<file path="src/rtl/vram_fill_arbiter.sv">
// Sole VRAM write master: arbitrates single-byte VRAM writes between CPU direct
// writes and a clipped rectangle-fill engine that writes two 4bpp pixels per byte.
module vram_fill_arbiter #(
   parameter int WIDTH              = 128,
   parameter int HEIGHT             = 128,
   parameter int VRAM_ADDRESS_WIDTH = $clog2((WIDTH*HEIGHT+1)>>1)
) (
   input  logic                          i_clk,
   input  logic                          i_rst,
   input  logic                          i_cpu_valid,
   input  logic [VRAM_ADDRESS_WIDTH-1:0] i_cpu_adr,
   input  logic [7:0]                    i_cpu_data,
   output logic                          o_cpu_ready,
   input  logic                          i_cmd_valid,
   input  logic [33:0]                   i_cmd_bits,
   output logic                          o_cmd_ready,
   output logic                          o_vram_valid,
   output logic [VRAM_ADDRESS_WIDTH-1:0] o_vram_adr,
   output logic [7:0]                    o_vram_data,
   input  logic                          i_vram_ready,
   output logic                          o_busy,
   output logic                          o_done
);

   localparam int         VAW      = VRAM_ADDRESS_WIDTH;
   localparam logic [8:0] WIDTH_9  = 9'(WIDTH);
   localparam logic [8:0] HEIGHT_9 = 9'(HEIGHT);

   typedef enum logic [1:0] {IDLE, SETUP, FILL, DONE} state_t;

   state_t     state;
   logic [8:0] x0, y0, w, h;
   logic [3:0] color;
   logic [8:0] xs, xe, ye, x, y;
   logic       grant_cpu;
   logic       last_cpu;

   logic [8:0]     x_sum, y_sum, x_clip, xs_calc, xe_calc, ye_calc;
   logic           fill_req, cpu_wins, handshake;
   logic [VAW-1:0] fill_adr;

   // Nine-bit sums so x0+w and y0+h never wrap before clipping.
   assign x_sum   = x0 + w;
   assign y_sum   = y0 + h;
   assign x_clip  = (x_sum > WIDTH_9) ? WIDTH_9 : x_sum;
   assign xs_calc = x0 & ~9'd1;
   assign xe_calc = (x_clip + 9'd1) & ~9'd1;
   assign ye_calc = (y_sum > HEIGHT_9) ? HEIGHT_9 : y_sum;

   assign fill_req    = (state == FILL);
   assign cpu_wins    = i_cpu_valid && (!fill_req || !last_cpu);
   assign handshake   = o_vram_valid && i_vram_ready;
   assign o_cpu_ready = handshake && grant_cpu;
   assign fill_adr    = VAW'((32'(y) * 32'(WIDTH) + 32'(x)) >> 1);

   // NOTE: all state updates use non-blocking assignments so every register
   // samples the pre-edge values, independent of statement order.
   always_ff @(posedge i_clk) begin
      if (i_rst) begin
         state        <= IDLE;
         x0           <= '0;
         y0           <= '0;
         w            <= '0;
         h            <= '0;
         color        <= '0;
         xs           <= '0;
         xe           <= '0;
         ye           <= '0;
         x            <= '0;
         y            <= '0;
         grant_cpu    <= 1'b0;
         last_cpu     <= 1'b1;
         o_cmd_ready  <= 1'b0;
         o_vram_valid <= 1'b0;
         o_vram_adr   <= '0;
         o_vram_data  <= '0;
         o_busy       <= 1'b0;
         o_done       <= 1'b0;
      end else begin
         o_cmd_ready <= 1'b0;
         o_done      <= 1'b0;

         // Grant is locked while valid is high; a new one is chosen only in a valid-low cycle.
         if (handshake) begin
            o_vram_valid <= 1'b0;
         end else if (!o_vram_valid && (fill_req || i_cpu_valid)) begin
            o_vram_valid <= 1'b1;
            grant_cpu    <= cpu_wins;
            last_cpu     <= cpu_wins;
            o_vram_adr   <= cpu_wins ? i_cpu_adr : fill_adr;
            o_vram_data  <= cpu_wins ? i_cpu_data : {color, color};
         end

         case (state)
            IDLE: begin
               if (i_cmd_valid) begin
                  x0          <= {2'b00, i_cmd_bits[6:0]};
                  y0          <= {2'b00, i_cmd_bits[13:7]};
                  w           <= {1'b0, i_cmd_bits[21:14]};
                  h           <= {1'b0, i_cmd_bits[29:22]};
                  color       <= i_cmd_bits[33:30];
                  o_cmd_ready <= 1'b1;
                  o_busy      <= 1'b1;
                  state       <= SETUP;
               end
            end
            SETUP: begin
               xs <= xs_calc;
               xe <= xe_calc;
               ye <= ye_calc;
               x  <= xs_calc;
               y  <= y0;
               if (xs_calc >= xe_calc || y0 >= ye_calc) state <= DONE;
               else                                     state <= FILL;
            end
            FILL: begin
               if (handshake && !grant_cpu) begin
                  if (x + 9'd2 == xe) begin
                     x <= xs;
                     y <= y + 9'd1;
                     if (y + 9'd1 == ye) state <= DONE;
                  end else begin
                     x <= x + 9'd2;
                  end
               end
            end
            DONE: begin
               o_done <= 1'b1;
               o_busy <= 1'b0;
               state  <= IDLE;
            end
            default: state <= IDLE;
         endcase
      end
   end

endmodule

</file>
<file path="config.mk">
export PLATFORM = sky130hd
export DESIGN_NAME = vram_fill_arbiter
export DESIGN_NICKNAME = d
export VERILOG_FILES = /design/src/rtl/vram_fill_arbiter.sv
export SDC_FILE = /design/constraint.sdc
export NUM_CORES = 1
export LEC_CHECK = 0
export ABC_AREA = 1
export BUFFER_PORTS_ARGS = -buffer_cell sky130_fd_sc_hd__buf_2
export CAP_MARGIN = 20
export CORE_MARGIN = 5
export CORE_UTILIZATION = 45
export CTS_BUF_LIST = sky130_fd_sc_hd__clkbuf_16
export DETAILED_ROUTE_END_ITERATION = 7
export MAX_ROUTING_LAYER = met4
export PLACE_DENSITY = 0.65
export RECOVER_POWER = 100
export SLEW_MARGIN = 5
export SYNTH_ARGS = -nofsm -noshare
export SYNTH_HDL_FRONTEND = slang
export SYNTH_SLANG_ARGS = --single-unit
</file>
<file path="constraint.sdc">
create_clock -name i_clk -period 8.9 [get_ports i_clk]
set_clock_uncertainty 0.1 [all_clocks]
set_input_delay 1.335 -clock i_clk [delete_from_list [all_inputs] [get_ports i_clk]]
set_output_delay 1.335 -clock i_clk [all_outputs]
set_load 0.02 [all_outputs]
</file>
==> impl_metrics.yaml <==
outcome:
  status: "finished with violations"
  violations: "max-capacitance violations, max-slew violations"
logic_synthesis:
  synth_common_cells: "nand2_1 (182), dfxtp_1 (103), nor2_1 (99)"
  async_reset_ff_frac: 0
  synth_area_um2: 5934
  synth_top_area_frac: 0.3475
  synth_warnings: 0
  ys_ff_latch: 103
  ys_types: 44
  yosysTopAreaCell: "dfxtp_1"
  yosysMostFrequentCell: "nand2_1"
  synth-edff-count: 0
  syn_nets: 948
  ys_seq_area_frac: 0.3475
  avgSynthCellArea_um2: 6.982
  ys.flop_type: "dfxtp_1"
  synth_area_leaders: "dfxtp_1 (35%), nand2_1 (12%), ha_1 (7.4%), o21ai_0 (6.8%), nor2_1 (6.3%)"
  synth_cells: 850
timing:
  rsz0062_at_grt: "no"
  holdWs_ns: 0.3621
  slew_viol_final: 72
  period_minus_slack_ns: 5.042
  fmax_mhz: 198.3
  setup_slack_ns: 3.858
  fin_crit_sh: 0.5665
  finalSetupViolations: 0
  tightest_slew_ns: 2.730
  relSlewSlack: -0.8200
  hold_viol: 0
  finalSetupTns_ns: 0
placed_design:
  dp_hpwl_um: 10880
  pre_cts_ws_ns: 5.222
  io_buffer_count: 85
  place.gp.congestion: 0.8506
critical_path:
  rr_startpoint: "x0[0]"
  path_class: "primary input to flop"
  worstPathMaxFanout: 71
  end_kind: "flop"
  start_kind: "primary input"
  required_ns: 9.07
  r2r_cells: 21
  r2r_slack_ns: 5.18
  cp_data_arrival_time_ns: 5.21
  r2r-end: "state[0]"
detailed_routing:
  wl_per_cell_um: 13.20
  drt-pass1-iter-count: 5
  first_iter_violations: 265
  num_vias: 5458
  drc: 0
  ant_nets: 0
  via_per_inst: 4.975
  drt-total-wl_um: 14480
cells_and_area:
  drive_gt1_frac: 0.1140
  regArea_um2: 2062
  synthToLayoutAreaGrowth_pct: 12.95
  fillers: 1379
  antennaDiodeCount: 0
  multi_input_area_um2: 3346
  nets: 1014
clock_tree:
  clk_pin_slew_ns: 0.08
  cts_setup_buffers: 0
  cts_buffers: 9
  cts_max_level: 3
  clk_latency_ns: 0.36
  cts-resized-gates: 0
  ctsHoldBuffers: 0
  cts_tree: "built"
  cts_buffer_depth: 2
  root_buffer: "clkbuf_16"
  cts.sinks: 103
global_routing:
  grt_pass1_wl_um: 24230
  grt_antenna_before_repair: 0
  grt_overflow: 0
  grt_max_degree: 72
  first_global_vias: 4947
  grtUsageTotal: 0.1931
job:
  maxCapViolations: 1
power_and_ir_drop:
  p_leak_nw: 3.005
  finalPower_mw: 1.975
  power.density_nw_per_um2: 294.7
  vdd_drop_max_mv: 0.1485
die:
  coreArea_um2: 13090
  rows: 42
  dieArea_um2: 15580
  die_height_um: 124.8
  floorplan.initialDensity: 0.4535
  die_w_um: 124.8
  num_io_pins: 86
hold_path:
  hold_depth: 2
  hp-class: "flop to flop"
  min_from: "ye[8]"
  worstHoldEndpoint: "ye[8]"
## layout by cell type (no fill, tap or decap), drive strengths merged, types with 9 or more instances in the layout
cell	count
a211oi	9
a21oi	45
a31oi	22
buf	61
clkbuf	37
dfxtp	103
ha	35
inv	98
nand2	193
nand3	50
nand4	15
nor2	102
o21ai	87
xor2	19
## layout make-up
type                    instances  share of cell area
clock inverters                 7            0.009520
clock buffers                   9             0.03360
well taps                     176             0.03285
repair buffers                 89             0.06235
inverters                      98             0.05488
flip-flops and latches        103              0.3076
multi-input cells             615              0.4992
## cells by family after synthesis
| group | after synthesis | share of synthesized area |
|---|---|---|
| DFF | 103 | 0.3475 |
| and+or+nand+nor | 367 | 0.2619 |
| buffers and inverters | 132 | 0.08644 |
| adders and majority gates | 38 | 0.08391 |
| xor gates and xnor gates | 26 | 0.04090 |
| AOI/OAI and AO/OA | 184 | 0.1794 |
## flip-flops by register name (all words and copies together), names as in the netlist, 2 cells and up
signal and count:
o_vram_data 8, y 9, xs 6, o_vram_adr 13
w 8, y0 7, ye 9, color 4
x0 7, xe 8, x 8, state 2
h 8
## through the flow
stage | std cells | util | area [um^2]
4_1_cts | 1097 | 0.5164 | 6758
6_report | 1097 | 0.5122 | 6703
5_1_grt | 1097 | 0.5122 | 6703
3_3_place_gp | 1081 | 0.4944 | 6469
2_1_floorplan | 850 | - | 5934
3_5_place_dp | 1081 | 0.4944 | 6469
## layer usage
metal | vias to the layer above | global-route usage | part of all wire
li1 | 2924 | - | -
met4 | 0 | 0.04273 | 0.013
met2 | 136 | 0.2885 | 0.42
met5 | - | - | 0
met3 | 18 | 0.05575 | 0.063
met1 | 2380 | 0.2611 | 0.50
## critical path, stage by stage
cell and delay [ns]:
clkbuf_1 0.49, clkinv_1 0.22, clkbuf_1 1.96, nand2_1 0.79, o22ai_1 0.38
## report_power, final
part | internal (mW) | leakage (nW) | switching, mW
combinational | 0.326 | 2.01 | 0.568
clock | 0.216 | 0.146 | 0.176
sequential | 0.581 | 0.846 | 0.108
total | 1.12 | 3.00 | 0.852
## worst max-delay path by stage
stage	to	start	slack [ns]	depth (start not counted)
final	xe[6]	i_rst	3.86	5
after global routing	ye[7]	i_rst	3.41	5
after CTS	state[0]	x0[0]	5.19	21
after detailed placement	state[0]	x0[0]	5.22	21
after global placement	state[0]	x0[0]	5.40	23
after floorplan	state[0]	x0[0]	5.59	22
No activity file was read; power rests on OpenSTA's default activity.
